`config.mk`:
```
export PLATFORM = sky130hd
export DESIGN_NAME = ex_div_unit
export DESIGN_NICKNAME = d
export VERILOG_FILES = /design/src/rtl/ex_div_unit_pkg.sv /design/src/rtl/ex_div_unit_step.sv /design/src/rtl/ex_div_unit.sv
export SDC_FILE = /design/constraint.sdc
export NUM_CORES = 1
export LEC_CHECK = 0
export BUFFER_PORTS_ARGS = -buffer_cell sky130_fd_sc_hd__buf_2
export CORE_UTILIZATION = 54
export CTS_CLUSTER_SIZE = 10
export DETAILED_ROUTE_END_ITERATION = 8
export HOLD_SLACK_MARGIN = 0.06
export PLACE_DENSITY = 0.75
export SYNTH_ARGS = -nofsm -noshare
export SYNTH_HDL_FRONTEND = slang
export SYNTH_SLANG_ARGS = --single-unit
```
`constraint.sdc`:
```
create_clock -name clk -period 10.2 [get_ports clk]
set_clock_uncertainty 0.15 [all_clocks]
set_input_delay 0.51 -clock clk [delete_from_list [all_inputs] [get_ports clk]]
set_output_delay 0.51 -clock clk [all_outputs]
set_load 0.1 [all_outputs]
```
`src/rtl/ex_div_unit_pkg.sv`:
```
// Shared types and constants for the execute-stage iterative divider.
package ex_div_unit_pkg;

    localparam int unsigned DIV_WIDTH = 32;
    localparam int unsigned CNT_WIDTH = 5;
    localparam logic [CNT_WIDTH-1:0] CNT_LAST = CNT_WIDTH'(DIV_WIDTH - 1);

    localparam logic DIV_RESULT_READY     = 1'b1;
    localparam logic DIV_RESULT_NOT_READY = 1'b0;

    typedef enum logic [1:0] {
        DIV_FREE    = 2'b00,
        DIV_BY_ZERO = 2'b01,
        DIV_ON      = 2'b10,
        DIV_END     = 2'b11
    } div_state_e;

    typedef struct packed {
        logic [DIV_WIDTH-1:0] rem;
        logic [DIV_WIDTH-1:0] quo;
    } div_result_t;

    // Magnitude of a two's-complement value when signed operation is selected.
    function automatic logic [DIV_WIDTH-1:0] abs_val(input logic [DIV_WIDTH-1:0] v,
                                                     input logic                 is_signed);
        return (is_signed && v[DIV_WIDTH-1]) ? DIV_WIDTH'(-v) : v;
    endfunction

endpackage

```
`src/rtl/ex_div_unit_step.sv`:
```
// One restoring-division step on the {rem, quo} working register.
import ex_div_unit_pkg::*;

module ex_div_unit_step (
    input  logic [2*DIV_WIDTH-1:0] work,
    input  logic [DIV_WIDTH-1:0]   divisor,
    output logic [2*DIV_WIDTH-1:0] work_next
);

    logic [2*DIV_WIDTH-1:0] shifted;
    logic [DIV_WIDTH:0]     partial;
    logic [DIV_WIDTH:0]     trial;
    logic                   fits;

    // The bit shifted out of rem is kept as a 33rd partial-remainder bit so
    // divisors with the MSB set are handled correctly.
    always_comb begin
        shifted   = {work[2*DIV_WIDTH-2:0], 1'b0};
        partial   = {work[2*DIV_WIDTH-1], shifted[2*DIV_WIDTH-1:DIV_WIDTH]};
        fits      = partial >= {1'b0, divisor};
        trial     = (DIV_WIDTH+1)'(partial - {1'b0, divisor});
        work_next = {shifted[2*DIV_WIDTH-1:1], 1'b0};
        if (fits) begin
            work_next = {trial[DIV_WIDTH-1:0], shifted[DIV_WIDTH-1:1], 1'b1};
        end
    end

endmodule

```
`src/rtl/ex_div_unit.sv`:
```
// Iterative signed/unsigned 32-bit divider with stall, annul and divide-by-zero handling.
import ex_div_unit_pkg::*;

module ex_div_unit #(
    parameter int unsigned WIDTH = 32
) (
    input  logic                 clk,
    input  logic                 rst,
    input  logic                 start_i,
    input  logic                 signed_i,
    input  logic [WIDTH-1:0]     dividend_i,
    input  logic [WIDTH-1:0]     divisor_i,
    input  logic                 annul_i,
    output logic [2*WIDTH-1:0]   result_o,
    output logic                 ready_o,
    output logic                 stall_o
);

    div_state_e             state_q, state_d;
    logic [CNT_WIDTH-1:0]   cnt_q, cnt_d;
    logic [2*DIV_WIDTH-1:0] work_q, work_d;
    logic [DIV_WIDTH-1:0]   dvsr_q, dvsr_d;
    logic                   neg_q_q, neg_q_d;
    logic                   neg_r_q, neg_r_d;
    div_result_t            result_q, result_d;
    logic                   ready_q, ready_d;
    logic [2*DIV_WIDTH-1:0] step_work;

    ex_div_unit_step u_step (
        .work      (work_q),
        .divisor   (dvsr_q),
        .work_next (step_work)
    );

    // State and datapath registers with synchronous reset.
    always_ff @(posedge clk) begin
        if (rst) begin
            state_q  <= DIV_FREE;
            cnt_q    <= '0;
            work_q   <= '0;
            dvsr_q   <= '0;
            neg_q_q  <= 1'b0;
            neg_r_q  <= 1'b0;
            result_q <= '0;
            ready_q  <= DIV_RESULT_NOT_READY;
        end else begin
            state_q  <= state_d;
            cnt_q    <= cnt_d;
            work_q   <= work_d;
            dvsr_q   <= dvsr_d;
            neg_q_q  <= neg_q_d;
            neg_r_q  <= neg_r_d;
            result_q <= result_d;
            ready_q  <= ready_d;
        end
    end

    // Next-state, datapath update, sign fix-up and stall request.
    always_comb begin
        state_d  = state_q;
        cnt_d    = cnt_q;
        work_d   = work_q;
        dvsr_d   = dvsr_q;
        neg_q_d  = neg_q_q;
        neg_r_d  = neg_r_q;
        result_d = result_q;
        ready_d  = ready_q;
        stall_o  = 1'b0;

        case (state_q)
            DIV_FREE: begin
                if (start_i && !annul_i) begin
                    stall_o = 1'b1;
                    work_d  = {{DIV_WIDTH{1'b0}}, abs_val(DIV_WIDTH'(dividend_i), signed_i)};
                    dvsr_d  = abs_val(DIV_WIDTH'(divisor_i), signed_i);
                    neg_q_d = signed_i && (dividend_i[WIDTH-1] ^ divisor_i[WIDTH-1]);
                    neg_r_d = signed_i && dividend_i[WIDTH-1];
                    cnt_d   = '0;
                    state_d = (divisor_i == '0) ? DIV_BY_ZERO : DIV_ON;
                end
            end
            DIV_BY_ZERO: begin
                stall_o  = 1'b1;
                work_d   = '0;
                result_d = '0;
                ready_d  = DIV_RESULT_READY;
                state_d  = DIV_END;
            end
            DIV_ON: begin
                stall_o = 1'b1;
                work_d  = step_work;
                cnt_d   = CNT_WIDTH'(cnt_q + CNT_WIDTH'(1));
                if (cnt_q == CNT_LAST) begin
                    result_d.quo = neg_q_q ? DIV_WIDTH'(-step_work[DIV_WIDTH-1:0])
                                           : step_work[DIV_WIDTH-1:0];
                    result_d.rem = neg_r_q ? DIV_WIDTH'(-step_work[2*DIV_WIDTH-1:DIV_WIDTH])
                                           : step_work[2*DIV_WIDTH-1:DIV_WIDTH];
                    ready_d      = DIV_RESULT_READY;
                    state_d      = DIV_END;
                end
            end
            DIV_END: begin
                if (!start_i) begin
                    ready_d = DIV_RESULT_NOT_READY;
                    state_d = DIV_FREE;
                end
            end
            default: state_d = DIV_FREE;
        endcase

        // Flush abandons the operation without touching the last result.
        if (annul_i) begin
            state_d  = DIV_FREE;
            ready_d  = DIV_RESULT_NOT_READY;
            result_d = result_q;
        end
    end

    assign result_o = (2*WIDTH)'(result_q);
    assign ready_o  = ready_q;

endmodule

```
==> results.md, run 1 <==
- Die height: 149 um
- Pwr/cell area: 136 mW/mm^2
- Final setup violation count: 0
- Cell taking the most area after synthesis: dfxtp_1
- Net switching power: 596 uW
- Top cells by area, synth: dfxtp_1, nor2_1, xnor2_1, nand2_1, a22oi_1
- Setup crit end kind: register
- DR vias: 11900
- Leakage power: 0.00517 uW
- GRT Residual Overflow: 0
- Largest delay share family, worst path: simple AND/OR/NAND/NOR gates
- CP Class: register to register
- Cell-internal power: 1170 uW
- TNS Setup: 0 ns
- Post-CTS setup buffers: 0
- Pre-antenna DRT Iters: 5
- Crit path DAT: 5.69 ns
- Clock Power Share: 0.382
- CP Depth: 20
- Cells after synthesis: 1547
- Clock-pin slew on the worst setup and hold paths: 0.08 ns
- Max-cap violations: 0
- CTS tree: yes
- Routed WL: 36.0 mm
- Sequential share of power: 0.404
- Yosys warns: 0
- HP Class: input port to register
- Mux contribution to synthesized area: 0.00720
- Compound-Gate Fraction of Synth Area: 0.267
- Largest net degree at the start of global routing: 78
- Nets: 1723
- Register area share after synthesis: 0.292
- Clock latency on the worst-skew pair: 0.44 ns
- Syn_nets: 1660
- Status: completed
- Final min period: 5.52 ns
- Fin. max-slew vios: 0
- Launch point of the worst path: dvsr_q[6]
- Combinational power share: 0.213
- Commonest non-fill, non-tap cells in the layout: nor2_1, nand2_1, dfxtp_1
- Core ar.: 0.0211 mm^2
- Overall Power: 1760 uW
- Crit path capture: result_o[60]
- Die X: 149 um
- Fillers: 1925
- Placed cells: 1866
- CP peak stage delay: 0.52 ns
- GP Congestion: 0.957
- Combinational family with the most area after synthesis: compound AO/OA/AOI/OAI gates
- Routed Antenna Nets: 0
- Fin crit share: 0.542
- Avg WL per Cell: 19.0 um
- Critical path required time: 10.36 ns
- DRC: 0
- Slew HR: 0.195
- Share of layout cells above drive strength 1: 0.128
- IO Port Bufs: 134
- RR Endpoint: result_o[60]
- Final Non-Filler Cells: 1897
- Path depth of the worst reg2reg path: 20
- CP max-delay cell: or4_4
- First-pass GRT wire length: 57.2 mm
- Reg2reg start: dvsr_q[6]
- Initial antenna violation count: 0
- HPWL Detailed: 26.7 mm
- Adder-cell area share of the yosys netlist: 0.0479
- Post-Synth Simple-Gate Area: 0.233
- Initial Utilization: 0.552
- Vias in the first global route: 10600
- Slew @ Worst Pin: 1.21 ns
- Fin Hold WS: 0.184 ns
- Syn avg cell area: 7.53 um^2
- R2R setup slack: 4.68 ns
- DIE AREA: 0.0222 mm^2
- Synth Cell Area: 0.0116 mm^2
- Post-synth top area share: 0.292
- Placed instance area: 0.0123 mm^2
- # clock sinks: 170
- VDD IR-drop max: 0.000115 V
- Io pins: 135
- Final Cell Area: 0.0129 mm^2
- Cells along the critical path: inv_1 > ha_1 > a21o_4 > a31o_4 > a221oi_4 > a2111o_1 > nand2_2 > buf_4 > nor2_1 > a21oi_1 > inv_1 > ha_1 > nand2_1 > nor4_1 > a41oi_1 > or4_4 > or4_4 > o21ai_1 > xor2_1 > o21ai_1
- Num CTS Buffers: 17
- Asr flop ratio synth: 0
- Site row count: 53
- Deepest clock path buffer count: 2
- Layout area overhead: 11.2%
- Xor and xnor area share after synthesis: 0.101
- EDFF count, synth: 0
- Worst-path maximum fanout: 53
- CP bufs+invs: 3
- H-Tree Level Count: 4
- Commonest register cell after synthesis: dfxtp_1
- Post-synth cell types: 84
- Sw frac: 0.338
- Max frequency: 0.181 GHz
- Synthesized flop and latch total: 170
- Clk Tree Root Cell: clkbuf_16
- Violation count after the first detailed-routing iteration: 1246
- Vias per inst: 6.30
- Ant. Diodes: 0
- Overall global routing resource usage: 0.327
- Crit start category: register
- Resized Gates After CTS: 0
- Fin. Hold Viols: 0
- RSZ-0062 raised after global routing: no
- Hold_buf cts: 0
- Leading cell type in the layout, fill and taps excluded: nor2_1
## flip-flops by register name, indices dropped and copies added (netlist names)
signal    flops
cnt_q         5
work_q       64
result_o     64
ready_o       1
neg_r_q       1
state_q       2
neg_q_q       1
dvsr_q       32
## through the flow
step / utilization / setup slack (ns)
6_report: 0.614 / 4.68
2_1_floorplan: - / 4.83
3_3_place_gp: 0.586 / 4.92
4_1_cts: 0.614 / 4.78
3_5_place_dp: 0.586 / 4.81
5_1_grt: 0.614 / 4.31
## cells by family after synthesis
| logic type | after synthesis |
|---|---|
| AND/OR/NAND/NOR | 587 |
| AO/OA/AOI/OAI | 450 |
| flip-flops | 170 |
| buffers and inverters | 154 |
| XOR/XNOR | 134 |
| adder cells (fa/ha/maj) | 44 |
| multiplexers | 8 |
## power groups by stage
stage          logic, uW  clock network (uW)  registers (uW)
6_report             376                 674             713
5_1_grt              411                 701             715
4_1_cts              367                 675             711
3_5_place_dp         365                   0             727
3_3_place_gp         363                   0             725
2_1_floorplan        266                   0             718
## Yosys cell counts, types with 29 or more instances
master and number:
clkbuf_1 78, xnor2_1 84, nand2_1 184, inv_1 51, a22oi_1 75, nand3_1 29
nor2_1 204, xor2_1 50, a211oi_1 49, nor3_1 34, ha_1 43, dfxtp_1 170
o21ai_0 88, a21oi_1 84
## layer usage
layer | GRT usage | up-vias | wire length [um]
li1 | - | 5743 | -
met1 | 0.481 | 5605 | 16900
met2 | 0.488 | 528 | 15300
met3 | 0.0471 | 73 | 2870
met4 | 0.106 | 0 | 882
met5 | 0 | - | 0
## area by class of cell
type,count,area (um^2),share of cell area
multi-input cells,1223,7650,0.590
flip-flops and latches,170,3400,0.263
repair buffers,145,756,0.0584
clock buffers,17,425,0.0329
well taps,275,344,0.0266
inverters,53,199,0.0154
clock inverters,14,176,0.0136
## worst reg2reg max path, cell delays in order (launching register included)
cell      delay (ns)
dfxtp_1         0.33
inv_1           0.05
ha_1            0.39
a21o_4          0.28
a31o_4          0.27
a221oi_4        0.42
a2111o_1        0.26
nand2_2         0.15
buf_4           0.35
nor2_1          0.15
a21oi_1         0.08
inv_1           0.08
ha_1            0.18
nand2_1         0.09
nor4_1          0.49
a41oi_1         0.28
or4_4           0.48
or4_4           0.52
o21ai_1         0.18
xor2_1          0.17
o21ai_1         0.07
## how the worst min path moves through the flow
stage	slack (ns)	to	cells after the start	startpoint
floorplan	0.28	dvsr_q[26]	2	dvsr_q[26]
global placement	0.28	result_o[29]	2	result_o[29]
detailed placement	0.29	result_o[31]	2	result_o[31]
CTS	0.17	result_o[7]	2	rst
global route	0.17	result_o[7]	2	rst
finish	0.18	result_o[7]	2	rst
No activity file was read; power rests on OpenSTA's default activity.
==> run 2: changes to the inputs <==
--- a/config.mk
+++ b/config.mk
@@ -5,12 +5,13 @@
 export SDC_FILE = /design/constraint.sdc
 export NUM_CORES = 1
 export LEC_CHECK = 0
+export ABC_AREA = 1
 export BUFFER_PORTS_ARGS = -buffer_cell sky130_fd_sc_hd__buf_2
 export CORE_UTILIZATION = 54
 export CTS_CLUSTER_SIZE = 10
 export DETAILED_ROUTE_END_ITERATION = 8
 export HOLD_SLACK_MARGIN = 0.06
-export PLACE_DENSITY = 0.75
+export PLACE_DENSITY = 0.74
 export SYNTH_ARGS = -nofsm -noshare
 export SYNTH_HDL_FRONTEND = slang
 export SYNTH_SLANG_ARGS = --single-unit
==> constraint.sdc (replaced) <==
create_clock -name clk -period 5.33 [get_ports clk]
set_clock_uncertainty 0.15 [all_clocks]
set_input_delay 0.2665 -clock clk [delete_from_list [all_inputs] [get_ports clk]]
set_output_delay 0.2665 -clock clk [all_outputs]
set_load 0.1 [all_outputs]
==> run 2 against run 1 <==
Count of clock-buffer cells in the layout rose by 2. Non-clock buffer count up 18. Global-route usage grew 3.4 points. Register-to-register slack worse by 3.9 ns. Sequential cell count unchanged. Clock power increased by 85%.
==> results.md, run 2 <==
- Status: completed
- Cell taking the most area after synthesis: dfxtp_1
- Initial Utilization: 0.553 (+0.000653)
- Crit start category: register
- Clock-pin slew on the worst setup and hold paths: 0.08 ns (about the same)
- Avg WL per Cell: 16.9 um (-11%)
- Critical path required time: 5.54 ns (-4.82 ns)
- Sw frac: 0.350 (+0.0119)
- Post-CTS setup buffers: 0 (unchanged)
- R2R setup slack: 0.74 ns (-3.94 ns)
- Placed instance area: 0.0134 mm^2 (+8.5%)
- Fin. Hold Viols: 0 (unchanged)
- Pwr/cell area: 241 mW/mm^2 (+77%)
- Final setup margin: 0.735 ns (-3.94 ns)
- Vias in the first global route: 13200 (+24%)
- HP Class: input port to register
- Fin. max-slew vios: 0 (unchanged)
- Clock latency on the worst-skew pair: 0.44 ns (about the same)
- Combinational power share: 0.234 (+0.021)
- Final setup violation count: 0 (unchanged)
- Slew @ Worst Pin: 1.28 ns (+0.0691 ns)
- Min-Delay Startpoint: divisor_i[3]
- CTS tree: yes
- Largest net degree at the start of global routing: 70 (-10%)
- Commonest register cell after synthesis: dfxtp_1
- Clk Tree Root Cell: clkbuf_16
- Final Cell Area: 0.0141 mm^2 (+8.9%)
- Overall Power: 3400 uW (+93%)
- Cells after synthesis: 2072 (+34%)
- Leading cell type in the layout, fill and taps excluded: nand2_1
- Layout area overhead: 12.0%
- Post-synth top area share: 0.270 (-0.0220)
- Violation count after the first detailed-routing iteration: 1158 (-7.1%)
- VDD IR-drop max: 0.000185 V (+61%)
- Top cells by area, synth: dfxtp_1, nand2_1, a21oi_1, inv_1, nand3_1
- Pre-antenna DRT Iters: 6 (+1)
- Fin crit share: 0.862 (+0.320)
- Num CTS Buffers: 17 (unchanged)
- HPWL Detailed: 32.3 mm (+21%)
- Setup crit end kind: register
- Die height: 155 um (+3.9%)
- Synth Cell Area: 0.0126 mm^2 (+8.1%)
- Vias per inst: 5.55 (-12%)
- Site row count: 55 (+3.8%)
- Yosys warns: 0 (unchanged)
- RR Endpoint: result_o[28]
- Post-synth top cells: nand2_1, inv_1, a21oi_1
- Final min period: 4.59 ns (-0.930 ns)
- Max-cap violations: 0 (unchanged)
- Worst Hold Path EP: dvsr_q[3]
- Asr flop ratio synth: 0 (unchanged)
- IO Port Bufs: 134 (unchanged)
- EDFF count, synth: 0 (unchanged)
- RSZ-0062 raised after global routing: no
- Deepest clock path buffer count: 2 (unchanged)
- GP Congestion: 0.989 (+3.3%)
- Commonest non-fill, non-tap cells in the layout: nand2_1, inv_1, a21oi_1
- Net switching power: 1190 uW (+100%)
- Crit path DAT: 4.81 ns (-0.88 ns)
- Worst-path maximum fanout: 20 (-62%)
- Max frequency: 0.218 GHz (+20%)
- Cell-internal power: 2210 uW (+89%)
- CP Class: register to register
- Hold-critical path depth: 3 (+1)
- Syn avg cell area: 6.08 um^2 (-19%)
- Reg2reg start: dvsr_q[2]
- GRT Residual Overflow: 0 (unchanged)
- Synthesized flop and latch total: 170 (unchanged)
- Routed WL: 42.2 mm (+17%)
- First-pass GRT wire length: 68.3 mm (+20%)
- Sequential share of power: 0.398 (-0.006)
- Die X: 155 um (+3.9%)
- Io pins: 135 (unchanged)
- Pre-CTS setup slack: 0.739 ns (-4.07 ns)
- Initial antenna violation count: 1 (+1)
- Path depth of the worst reg2reg path: 26 (+30%)
- # clock sinks: 170 (unchanged)
- Leakage power: 0.00679 uW (+31%)
- Syn_nets: 2185 (+32%)
- DIE AREA: 0.0239 mm^2 (+8.0%)
- H-Tree Level Count: 4 (unchanged)
- Nets: 2286 (+33%)
- Routed Antenna Nets: 0 (unchanged)
- Share of layout cells above drive strength 1: 0.120 (-0.00777)
- TNS Setup: 0 ns (unchanged)
- Overall global routing resource usage: 0.361 (+0.0341)
- Clock Power Share: 0.368 (-0.014)
- Post-synth cell types: 52 (-38%)
- Most frequent cell after synthesis: nand2_1
- DRC: 0 (unchanged)
- DR vias: 13900 (+16%)
- Fin Hold WS: 0.0732 ns (-0.111 ns)
- Slew HR: 0.148 (-0.0472)
- Register area share after synthesis: 0.270 (-0.0220)
- Core ar.: 0.0228 mm^2 (+8.0%)
==> run 2: area by class of cell <==
class,instances,area [um^2]
clock buffer,19,433
multi-input combinational,1580,7910
clock inverter,13,131
fill,2288,8670
sequential,170,3400
timing repair buffer,163,926
antenna,1,2.50
tap,313,392
inverter,241,905
==> run 2: repair_timing <==
action                                  CTS  global route
gates resized for setup                   0             1
endpoints found under the hold margin    16             0
hold buffers                             14             0
endpoints found under the setup margin    0             1
==> run 2: power groups by stage <==
stage	combinational, uW	sequential (uW)	clock [uW]
6_report	795	1350	1250
5_1_grt	886	1360	1310
4_1_cts	780	1350	1270
3_5_place_dp	766	1380	0
3_3_place_gp	765	1380	0
2_1_floorplan	542	1370	0
==> run 2: cell families (layout without fill, tap and decap cells) <==
| kind of cell | Yosys count | count (layout) | synth area share |
|---|---|---|---|
| buffers and inverters | 322 | 436 | 0.103 |
| adder cells (fa/ha/maj) | 44 | 44 | 0.0443 |
| AO/OA/AOI/OAI | 395 | 395 | 0.167 |
| XOR/XNOR | 58 | 58 | 0.0403 |
| AND/OR/NAND/NOR | 1083 | 1083 | 0.376 |
| flip-flops | 170 | 170 | 0.270 |
| other | 0 | 1 | 0 |
==> run 2: critical path, cell delays in order, from the launching register on <==
cell	delay, ns
dfxtp_1	0.34
inv_1	0.05
ha_1	0.37
nand2_1	0.12
nand2_1	0.05
nand2_1	0.06
nand2_1	0.07
nand2_1	0.07
nand3_2	0.13
nand2_2	0.11
nand2_2	0.07
nand2_4	0.25
nand2_4	0.06
inv_1	0.30
ha_1	0.25
nand3_1	0.10
nor3_1	0.23
nand2_1	0.13
nor3_1	0.37
nand4_1	0.23
nor2_1	0.28
nand3_1	0.15
nand2_1	0.10
o21ai_0	0.11
a21oi_1	0.15
o21ai_0	0.09
a21oi_1	0.13
==> run 2: stage by stage <==
step,std cells,util
floorplan,2072,-
global placement,2453,0.588
detailed placement,2453,0.588
CTS,2499,0.619
global route,2499,0.619
finish,2500,0.619
==> run 2: worst max-delay path by stage <==
stage | startpoint | endpoint | slack, ns | depth (start not counted)
floorplan | dvsr_q[8] | result_o[28] | 1.80 | 25
global placement | dvsr_q[8] | result_o[28] | 0.86 | 24
detailed placement | dvsr_q[3] | result_o[28] | 0.74 | 26
CTS | dvsr_q[4] | result_o[28] | 0.71 | 26
global route | dvsr_q[4] | result_o[28] | 0.1 | 26
finish | dvsr_q[2] | result_o[28] | 0.74 | 26
==> run 2: routing by layer <==
| metal | wire length [um] | GRT usage | vias to the layer above |
|---|---|---|---|
| met3 | 2850 | 0.0493 | 90 |
| met5 | 0 | 0 | - |
| met2 | 20200 | 0.623 | 530 |
| met4 | 1620 | 0.151 | 0 |
| li1 | - | - | 6917 |
| met1 | 17600 | 0.452 | 6335 |
==> run 3: changes to the inputs <==
==> constraint.sdc (replaced) <==
create_clock -name clk -period 4.3 [get_ports clk]
set_clock_uncertainty 0.15 [all_clocks]
set_input_delay 0.215 -clock clk [delete_from_list [all_inputs] [get_ports clk]]
set_output_delay 0.215 -clock clk [all_outputs]
set_load 0.1 [all_outputs]
==> run 3 against run 2 <==
Combinational power up 27%. Final cell count up 1.2%. Largest cell class unchanged. Clock power up 23%. Highest routed layer unchanged. Routed wire length up 0.26%. Non-clock buffer count up 30. Register-to-register slack worse by 0.32 ns. Design area up 2.2%. Sequential power up 24%. Critical endpoint unchanged. Count of clock-buffer cells in the layout down 2. Critical path depth down 4. Global-route usage down 0.83 points.
==> results.md, run 3 (synthesis gave the netlist of run 2 again) <==
- HPWL Detailed: 32.1 mm (-0.70%)
- Deepest clock path buffer count: 2 (unchanged)
- GRT Residual Overflow: 0 (unchanged)
- Max-cap violations: 0 (unchanged)
- Fillers: 2205 (-3.6%)
- Crit start category: register
- Crit path DAT: 4.10 ns (-0.71 ns)
- Vias per inst: 5.56 (+0.19%)
- Die X: 155 um (unchanged)
- Final min period: 3.88 ns (-0.713 ns)
- Clock-pin slew on the worst setup and hold paths: 0.08 ns (about the same)
- DRC: 0 (unchanged)
- Largest net degree at the start of global routing: 88 (+26%)
- # clock sinks: 170 (unchanged)
- Fin. Hold Viols: 0 (unchanged)
- Slew @ Worst Pin: 1.22 ns (-0.0612 ns)
- CP max-delay cell: ha_1
- Fin crit share: 0.903 (+0.0406)
- Setup crit end kind: register
- Pwr/cell area: 293 mW/mm^2 (+21%)
- Share of layout cells above drive strength 1: 0.122 (+0.00244)
- Status: completed
- Overall Power: 4220 uW (+24%)
- Area of the multi-input gates: 0.00792 mm^2 (about the same)
- H-Tree Level Count: 4 (unchanged)
- Register area: 0.00340 mm^2 (unchanged)
- DR vias: 14100 (+1.4%)
- Worst-path maximum fanout: 7 (-65%)
- Fin. max-slew vios: 0 (unchanged)
- Die height: 155 um (unchanged)
- Leakage power: 0.00692 uW (+1.9%)
- VDD IR-drop max: 0.000199 V (+7.9%)
- CTS tree: yes
- Clock latency on the worst-skew pair: 0.44 ns (about the same)
- TNS Setup: 0 ns (unchanged)
- Site row count: 55 (unchanged)
- Vias in the first global route: 13200 (-0.038%)
- Critical path required time: 4.52 ns (-1.02 ns)
- Fin util: 0.633 (+0.0137)
- Core ar.: 0.0228 mm^2 (unchanged)
- HP Class: input port to register
- Avg WL per Cell: 16.7 um (-0.93%)
- Initial Utilization: 0.553 (unchanged)
- First-pass GRT wire length: 66.8 mm (-2.3%)
- CP Class: register to register
- Pre-antenna DRT Iters: 6 (unchanged)
- IO Port Bufs: 134 (unchanged)
- CP bufs+invs: 2 (unchanged)
- Nets: 2316 (+1.3%)
- Leading cell type in the layout, fill and taps excluded: nand2_1
- Initial antenna violation count: 1 (unchanged)
- Final setup violation count: 0 (unchanged)
- DIE AREA: 0.0239 mm^2 (unchanged)
- RSZ-0062 raised after global routing: no
- Io pins: 135 (unchanged)
- Crit-path most repeated cell: a21oi_1
- Slew HR: 0.189 (+0.0408)
- Largest delay share family, worst path: simple AND/OR/NAND/NOR gates
- Num CTS Buffers: 17 (unchanged)
- Commonest non-fill, non-tap cells in the layout: nand2_1, inv_1, a21oi_1
- Layout area overhead: 14.5%
- Clk Tree Root Cell: clkbuf_16
- Cells along the critical path: inv_1 > ha_1 > a21oi_1 > nand2_1 > a21oi_1 > nand2_2 > nor2_4 > nand2_4 > inv_1 > ha_1 > nand3_1 > nor3_2 > nand2_1 > nor3_1 > nand4_1 > nor2_2 > nand3_1 > nand2_1 > o21ai_0 > a21oi_1 > o21ai_0 > a21oi_1
- GP Congestion: 1.03 (+4.5%)
- Routed WL: 42.3 mm (+0.26%)
- Routed Antenna Nets: 0 (unchanged)
- Overall global routing resource usage: 0.353 (-0.00829)
- Max frequency: 0.258 GHz (+18%)
- CP peak stage delay: 0.46 ns (+0.09 ns)
- Violation count after the first detailed-routing iteration: 1265 (+9.2%)
run 3: changes by cell type in the layout (fill, tap and decap cells not counted), moves of 2 or more:
cell,previous run,this run
inv_6,6,3
dlygate4sd3_1,14,39
inv_8,1,5
clkinv_8,0,2
clkbuf_1,2,0
buf_4,16,20
run 3: metal layers:
| layer | wire length, um | GRT usage | vias up | share of wire |
|---|---|---|---|---|
| li1 | - | - | 6973 | - |
| met1 | 17600 | 0.437 | 6487 | 0.42 |
| met2 | 20700 | 0.621 | 519 | 0.49 |
| met3 | 2690 | 0.0474 | 86 | 0.064 |
| met4 | 1330 | 0.133 | 0 | 0.031 |
| met5 | 0 | 0 | - | 0 |
run 3: path summary, 6_finish.rpt:
check                      start  slack, ns            to  cells past startpoint
setup / recovery      dvsr_q[28]       0.42  result_o[28]                     22
hold / removal    dividend_i[22]       0.07    work_q[22]                      4
setup reg to reg      dvsr_q[28]       0.42  result_o[28]                     22
hold reg to reg     result_o[49]       0.31  result_o[49]                      2
run 3: what timing repair did:
action | 4_1_cts | 5_1_grt
endpoints found under the hold margin | 36 | 0
buffers inserted | 0 | 0
hold buffers | 39 | 0
setup endpoints to repair | 0 | 3
resized for setup | 0 | 2
run 3: per-stage QoR:
stage / area, um^2 / hold WS [ns] / worst slack [ns] / std cells
2_1_floorplan: 12600 / 0.219 / 0.772 / 2072
3_3_place_gp: 13400 / 0.300 / 0.463 / 2458
3_5_place_dp: 13400 / 0.302 / 0.367 / 2458
4_1_cts: 14400 / 0.0601 / 0.347 / 2529
5_1_grt: 14400 / 0.0777 / 0.0211 / 2529
6_report: 14400 / 0.0740 / 0.419 / 2530
run 3: worst reg2reg max path: stages, from the launching register on:
cell	delay (ns)
dfxtp_1	0.31
inv_1	0.05
ha_1	0.46
a21oi_1	0.27
nand2_1	0.09
a21oi_1	0.18
nand2_2	0.10
nor2_4	0.13
nand2_4	0.07
inv_1	0.09
ha_1	0.17
nand3_1	0.11
nor3_2	0.17
nand2_1	0.10
nor3_1	0.23
nand4_1	0.21
nor2_2	0.21
nand3_1	0.12
nand2_1	0.09
o21ai_0	0.12
a21oi_1	0.17
o21ai_0	0.10
a21oi_1	0.12
run 3: layout make-up:
| type | count | share of cell area |
|---|---|---|
| Multi-Input combinational cell | 1580 | 0.549 |
| Sequential cell | 170 | 0.236 |
| Timing Repair Buffer | 193 | 0.0850 |
| Inverter | 241 | 0.0627 |
| Clock buffer | 17 | 0.0295 |
| Tap cell | 313 | 0.0272 |
| Clock inverter | 15 | 0.0103 |
| Antenna cell | 1 | 0.000174 |
run 3: report_power, final:
group	internal, uW	switching (uW)	leakage (uW)	total [uW]
logic	320	686	0.00526	1010
clock network	773	766	0.000279	1540
registers	1620	49.8	0.00138	1670
total	2720	1500	0.00692	4220
